**src/rtl/ib_pkg.sv**
```systemverilog
// Shared types for the instruction buffer: warp count and the decoded entry layout.
package ib_pkg;

  localparam int unsigned NUM_WARPS = 8;

  typedef struct packed {
    logic [31:0] Instr;
    logic [4:0]  Src1;
    logic [4:0]  Src2;
    logic [4:0]  Dst;
    logic [15:0] Imme;
    logic        Src1_Valid;
    logic        Src2_Valid;
    logic        Imme_Valid;
    logic [3:0]  ALUop;
    logic        RegWrite;
    logic        MemRead;
    logic        MemWrite;
    logic        Shared_Globalbar;
    logic        BEQ;
    logic        BLT;
    logic        Exit;
  } ib_entry_t;

  localparam int unsigned ENTRY_W = $bits(ib_entry_t);

endpackage

```
**src/rtl/ib_warp_fifo.sv**
```systemverilog
// One warp's circular instruction FIFO: storage, pointers, occupancy and sticky overflow.
// Optional IB_BYPASS_EN: a write into an empty FIFO is visible at the head in the same cycle.
module ib_warp_fifo
  import ib_pkg::*;
#(
  parameter int unsigned DEPTH = 4
) (
  input  logic                      clk,
  input  logic                      rst,
  input  logic                      i_wr0,
  input  logic                      i_wr1,
  input  ib_entry_t                 i_entry0,
  input  ib_entry_t                 i_entry1,
  input  logic                      i_pop,
  input  logic                      i_flush,
  output ib_entry_t                 o_head,
  output logic                      o_head_valid,
  output logic [$clog2(DEPTH):0]    o_occ_next,
  output logic                      o_overflow
);

  localparam int unsigned AW = $clog2(DEPTH);
  localparam int unsigned CW = AW + 1;

  ib_entry_t     r_mem [DEPTH];
  logic [AW-1:0] r_rd;
  logic [AW-1:0] r_wr;
  logic [CW-1:0] r_occ;
  logic          r_ovf;

  logic          w_pop_mem;
  logic          w_st0;
  logic          w_st1;
  logic          w_acc0;
  logic          w_acc1;
  logic          w_ovf_set;
  logic [CW-1:0] w_free;
  logic [AW-1:0] w_wr1_ptr;

`ifdef IB_BYPASS_EN
  logic w_empty;
  logic w_byp_pop;

  assign w_empty = (r_occ == '0);

  always_comb begin
    o_head_valid = !w_empty || i_wr0 || i_wr1;
    o_head       = r_mem[r_rd];
    if (w_empty) begin
      o_head = i_wr0 ? i_entry0 : i_entry1;
    end
  end

  // A pop on an empty warp takes the first incoming write; only the remainder is stored.
  assign w_byp_pop = w_empty && i_pop && (i_wr0 || i_wr1);
  assign w_pop_mem = i_pop && !w_empty;
  assign w_st0     = i_wr0 && !w_byp_pop;
  assign w_st1     = i_wr1 && !(w_byp_pop && !i_wr0);
`else
  assign o_head_valid = (r_occ != '0);
  assign o_head       = r_mem[r_rd];
  assign w_pop_mem    = i_pop && o_head_valid;
  assign w_st0        = i_wr0;
  assign w_st1        = i_wr1;
`endif

  // Free space counts the same-cycle pop; ID1 only lands if ID0 left room.
  assign w_free    = CW'(DEPTH) - r_occ + CW'(w_pop_mem);
  assign w_acc0    = w_st0 && (w_free != '0);
  assign w_acc1    = w_st1 && (w_free > CW'(w_acc0));
  assign w_ovf_set = (w_st0 && !w_acc0) || (w_st1 && !w_acc1);
  assign w_wr1_ptr = r_wr + AW'(w_acc0);

  assign o_occ_next = i_flush ? '0
                    : r_occ + CW'(w_acc0) + CW'(w_acc1) - CW'(w_pop_mem);
  assign o_overflow = r_ovf;

  always_ff @(posedge clk) begin
    if (rst) begin
      r_rd  <= '0;
      r_wr  <= '0;
      r_occ <= '0;
      r_ovf <= 1'b0;
    end else if (i_flush) begin
      r_rd  <= r_wr;
      r_occ <= '0;
    end else begin
      r_rd  <= r_rd + AW'(w_pop_mem);
      r_wr  <= r_wr + AW'(w_acc0) + AW'(w_acc1);
      r_occ <= o_occ_next;
      r_ovf <= r_ovf | w_ovf_set;
    end
  end

  always_ff @(posedge clk) begin
    if (!rst && !i_flush) begin
      if (w_acc0) r_mem[r_wr]      <= i_entry0;
      if (w_acc1) r_mem[w_wr1_ptr] <= i_entry1;
    end
  end

endmodule

```
**src/rtl/ibuffer.sv**
```systemverilog
// Per-warp instruction buffer between decode and issue, with registered fetch requests.
// Optional IB_BYPASS_EN enables same-cycle write-to-head bypass in each warp FIFO.
module ibuffer
  import ib_pkg::*;
#(
  parameter int unsigned DEPTH = 4,
  parameter int unsigned SKID  = 4
) (
  input  logic                           clk,
  input  logic                           rst,
  input  logic [NUM_WARPS-1:0]           Valid_ID0_IB_SIMT,
  input  logic [NUM_WARPS-1:0]           Valid_ID1_IB_SIMT,
  input  ib_entry_t                      Entry_ID0_IB,
  input  ib_entry_t                      Entry_ID1_IB,
  input  logic [NUM_WARPS-1:0]           Flush_SIMT_IB,
  input  logic [NUM_WARPS-1:0]           Issue_IS_IB,
  output logic [NUM_WARPS-1:0]           Req_IB_PC,
  output logic [NUM_WARPS-1:0]           HeadValid_IB_IS,
  output logic [NUM_WARPS*ENTRY_W-1:0]   Head_IB_IS_Flattened,
  output logic [NUM_WARPS-1:0]           Overflow_IB
);

  localparam int unsigned CW = $clog2(DEPTH) + 1;

  logic [NUM_WARPS-1:0] r_req;
  logic [NUM_WARPS-1:0] w_issue;
  logic [CW-1:0]        w_occ_nx [NUM_WARPS];
  ib_entry_t            w_head   [NUM_WARPS];

  // Keep only the lowest set issue bit.
  assign w_issue = Issue_IS_IB & (-Issue_IS_IB);

  for (genvar gw = 0; gw < NUM_WARPS; gw++) begin : g_warp
    ib_warp_fifo #(
      .DEPTH (DEPTH)
    ) u_fifo (
      .clk          (clk),
      .rst          (rst),
      .i_wr0        (Valid_ID0_IB_SIMT[gw]),
      .i_wr1        (Valid_ID1_IB_SIMT[gw]),
      .i_entry0     (Entry_ID0_IB),
      .i_entry1     (Entry_ID1_IB),
      .i_pop        (w_issue[gw]),
      .i_flush      (Flush_SIMT_IB[gw]),
      .o_head       (w_head[gw]),
      .o_head_valid (HeadValid_IB_IS[gw]),
      .o_occ_next   (w_occ_nx[gw]),
      .o_overflow   (Overflow_IB[gw])
    );
    assign Head_IB_IS_Flattened[gw*ENTRY_W +: ENTRY_W] = w_head[gw];
  end

  always_ff @(posedge clk) begin
    if (rst) begin
      r_req <= '0;
    end else begin
      for (int unsigned w = 0; w < NUM_WARPS; w++) begin
        r_req[w] <= !Flush_SIMT_IB[w] &&
                    ((int'(DEPTH) - int'(w_occ_nx[w])) >= int'(SKID));
      end
    end
  end

  assign Req_IB_PC = r_req;

endmodule

```
**config.mk**
```make
export PLATFORM = sky130hd
export DESIGN_NAME = ibuffer
export DESIGN_NICKNAME = d
export VERILOG_FILES = /design/src/rtl/ib_pkg.sv /design/src/rtl/ib_warp_fifo.sv /design/src/rtl/ibuffer.sv
export SDC_FILE = /design/constraint.sdc
export NUM_CORES = 2
export LEC_CHECK = 0
export CAP_MARGIN = 20
export CORE_MARGIN = 2
export CORE_UTILIZATION = 30
export DETAILED_ROUTE_END_ITERATION = 12
export GPL_ROUTABILITY_DRIVEN = 0
export PLACE_DENSITY = 0.42
export SLEW_MARGIN = 5
export SYNTH_ARGS = -nofsm -noshare
export SYNTH_HDL_FRONTEND = slang
export SYNTH_SLANG_ARGS = --single-unit
```
**constraint.sdc**
```tcl
create_clock -name clk -period 15.3 [get_ports clk]
set_input_delay 3.06 -clock clk [delete_from_list [all_inputs] [get_ports clk]]
set_output_delay 3.06 -clock clk [all_outputs]
set_load 0.02 [all_outputs]
```
==> impl_metrics.csv <==
group,metric,value,unit
finish,drive_above_1_share,47.8,%
routing,drtIter0Drc,6208,
synth,avgSynthCellArea,17.7,um2
routing,routed_wl,486000,um
clock_network,post_cts_buffers,0,
setup_path,cp-startpoint,"Issue_IS_IB[2]",
sta,tns,0,ps
sta,setup_ws,6190,ps
sta,post-route-min-period,9110,ps
sta,relSlewSlack,22.5,%
floorplan,row_count,236,
clock_network,cts_root_buf,"clkbuf_16",
setup_path,timing.critical_path.mode_cell,"ha_1",
status,status,"completed",
synth,ys.flop_type,"edfxtp_1",
clock_network,clkTransAtPathRegs,50,ps
power,seqPwrFrac,41.1,%
setup_path,rrSetupSlack,9320,ps
sta,fin_hold_ws,479,ps
placed_design,post-place-cells,12713,
power,power.density,141,nW/um2
floorplan,die_w,649,um
routing,routedWlPerCell,36.5,um
floorplan,die_y,649,um
sta,maxSlewViolCount,0,
power,combPwrFrac,24.0,%
synth,yosysMostFrequentCell,"edfxtp_1",
sta,rsz0062_at_grt,"false",
power,clkPwrFrac,34.8,%
routing,first_pass_iters,7,
floorplan,dieArea,422000,um2
synth,yosys-top-cells-count,"2,464 x edfxtp_1, 2,287 x mux2_2, 616 x mux4_2",
setup_path,worstReg2RegStart,"g_warp[3].u_fifo.r_occ[2]",
clock_network,cts-resized-gates,0,
setup_path,end_kind,"flip-flop",
clock_network,cts_num_sinks,2536,
clock_network,numCtsBuffers,319,
setup_path,worstPathRequired,15820,ps
routing,drt-vias-per-instance,5.29,
placed_design,pre_cts_slack,5280,ps
floorplan,start_util,30.2,%
setup_path,max_stage_delay,790,ps
setup_path,worstRegToRegCells,14,
routing,drc_errors,0,
global_route,first_global_vias,73366,
sta,max_freq,110,MHz
synth,synth_nets,7300,
clock_network,clock_latency,930,ps
synth,post_synth_num_cell_types,49,
clock_network,htreeDepth,5,
setup_path,crit_end,"g_warp[7].u_fifo.r_mem[3][46]",
routing,ant_nets,0,
sta,finalSetupViolations,0,
finish,final_area,149000,um2
flow_run,drv_cap,0,
setup_path,worstPathMaxFanout,43,
synth,netlist_area,125000,um2
synth,synth.largest_area_cell,"edfxtp_1",
finish,final_cells,13314,
finish,area.growth.synth_to_final,19.1,%
placed_design,port_buffers,827,
synth,synth_edf_count,2464,
hold_path,worstHoldPathType,"reg -> reg",
sta,worst_pin_slew,1160,ps
global_route,grt_max_degree,70,
finish,fillers,38843,
clock_network,cts_tree,"yes",
floorplan,core_area,414000,um2
placed_design,dp_hpwl,322000,um
power,p_sw,6370,uW
global_route,gr-total-overflow,0,
synth,synthArstFlopShare,0,%
finish,finalNetCount,7842,
power,swShare,30.4,%
synth,ys_seq_elements,2536,
setup_path,crit_type,"in -> reg",
synth,netlist_instances,7040,
synth,yosys_warnings,0,
power,p_int,14600,uW
power,power_leakage,0.0478,uW
setup_path,worst_r2r_endpoint,"g_warp[3].u_fifo.r_mem[1][46]",
routing,num_vias,70475,
global_route,antenna_found_initial,53,
sta,hold_viol,0,
power,ir_worst_vdd,84.8,uV
setup_path,critPathArrivalTime,9630,ps
global_route,grt_pass1_wl,661000,um
sta,min_period_over_period,59.5,%
placed_design,placed_cell_area,139000,um2
synth,synth_top_area_share,59.2,%
clock_network,clockBufferDepth,4,
floorplan,io_pins,828,
setup_path,crit_slowest_cell,"clkdlybuf4s50_1",
synth,yosysSeqAreaShare,60.4,%
setup_path,start_kind,"primary input",
global_route,track_usage,22.5,%
synth,synth_area_leaders,"edfxtp_1 59%, mux2_2 21%, mux4_2 11%, clkbuf_1 1.7%, mux2_1 1.6%",
setup_path,crit_chain,"clkdlybuf4s50_1 -> or3_1 -> nor4_1 -> nand4b_1 -> ha_1 -> inv_1 -> ha_1 -> xor2_1 -> o31a_1 -> ha_1 -> nor2_1 -> or3_1 -> nand3_4 -> o21ai_4 -> buf_4 -> buf_4",
sta,clock_skew,41.8,ps
clock_network,hold_buffers,0,
-- worst min-delay path by stage --
stage / start / to / cells past startpoint / slack (ps)
finish: g_warp[1].u_fifo.o_overflow / g_warp[1].u_fifo.o_overflow / 2 / 480
global route: g_warp[2].u_fifo.o_overflow / g_warp[2].u_fifo.o_overflow / 2 / 510
CTS: g_warp[7].u_fifo.o_overflow / g_warp[7].u_fifo.o_overflow / 2 / 480
detailed placement: g_warp[7].u_fifo.o_overflow / g_warp[7].u_fifo.o_overflow / 2 / 460
global placement: g_warp[2].u_fifo.o_overflow / g_warp[2].u_fifo.o_overflow / 2 / 460
floorplan: g_warp[0].u_fifo.o_overflow / g_warp[0].u_fifo.o_overflow / 2 / 440
-- cells by family (layout without fill, tap and decap cells) --
kind of cell / after synthesis / after routing / share of synthesized area, %
AND/OR/NAND/NOR: 232 / 232 / 1.14
adder cells (fa/ha/maj): 72 / 72 / 0.817
AO/OA/AOI/OAI: 96 / 96 / 0.463
multiplexers: 3080 / 3080 / 33.3
flip-flops: 2536 / 2536 / 60.4
buffers and inverters: 969 / 1763 / 3.48
XOR/XNOR: 55 / 55 / 0.386
other: 0 / 6 / 0
-- sequential cells by signal (all words and copies together), names as in the netlist --
register,count
g_warp.u_fifo.r_mem,2464
g_warp.u_fifo.r_occ,24
g_warp.u_fifo.r_rd,16
g_warp.u_fifo.r_wr,16
Req_IB_PC,8
g_warp.u_fifo.o_overflow,8
-- layout by cell type, fill, tap and decap left out, drive strengths merged, types with 54 or more instances in the layout --
master and instances:
buf 343, clkbuf 430, clkdlybuf4s50 787, clkinv 119, dfxtp 72, edfxtp 2464, ha 56, inv 66
mux2 2464, mux4 616, nor2 54
-- final cells by class --
| type | instances | area (um2) | area share (%) |
|---|---|---|---|
| timing repair buffer | 1131 | 10600 | 7.15 |
| clock inverter | 143 | 1080 | 0.727 |
| clock buffer | 430 | 8730 | 5.87 |
| antenna | 6 | 15.0 | 0.0101 |
| multi-input combinational | 3535 | 45700 | 30.7 |
| sequential | 2536 | 75500 | 50.7 |
| inverter | 59 | 221 | 0.149 |
| tap | 5474 | 6850 | 4.60 |
-- worst max-delay path: cells and delay by family --
family | cells | cell delay (ps)
compound gates | 2 | 460
fa+ha+maj | 3 | 760
simple gates | 6 | 2840
buf+inv | 4 | 2070
xor+xnor | 1 | 250
-- metrics by stage --
stage | power [uW] | util [%]
3_3_place_gp | 13800 | 33.4
2_1_floorplan | 11500 | -
3_5_place_dp | 13900 | 33.5
6_report | 20900 | 35.9
4_1_cts | 21300 | 35.8
5_1_grt | 21700 | 35.9
-- power by group through the flow --
stage	Combinational (uW)	Sequential (uW)	Clock (uW)
after floorplan	2730	8730	0
after global placement	5080	8750	0
after detailed placement	5110	8760	0
after CTS	5130	8620	7500
after global routing	5270	8670	7740
final	5020	8610	7290
-- metal layers --
layer	vias up	part of all wire (%)	GRT usage (%)
met1	38871	44	30.5
met3	484	5.3	3.61
met5	-	0.024	0
met2	2050	49	38.2
li1	29052	-	-
met4	18	2.0	4.38
Note: power is estimated with default switching activity, not from simulation.
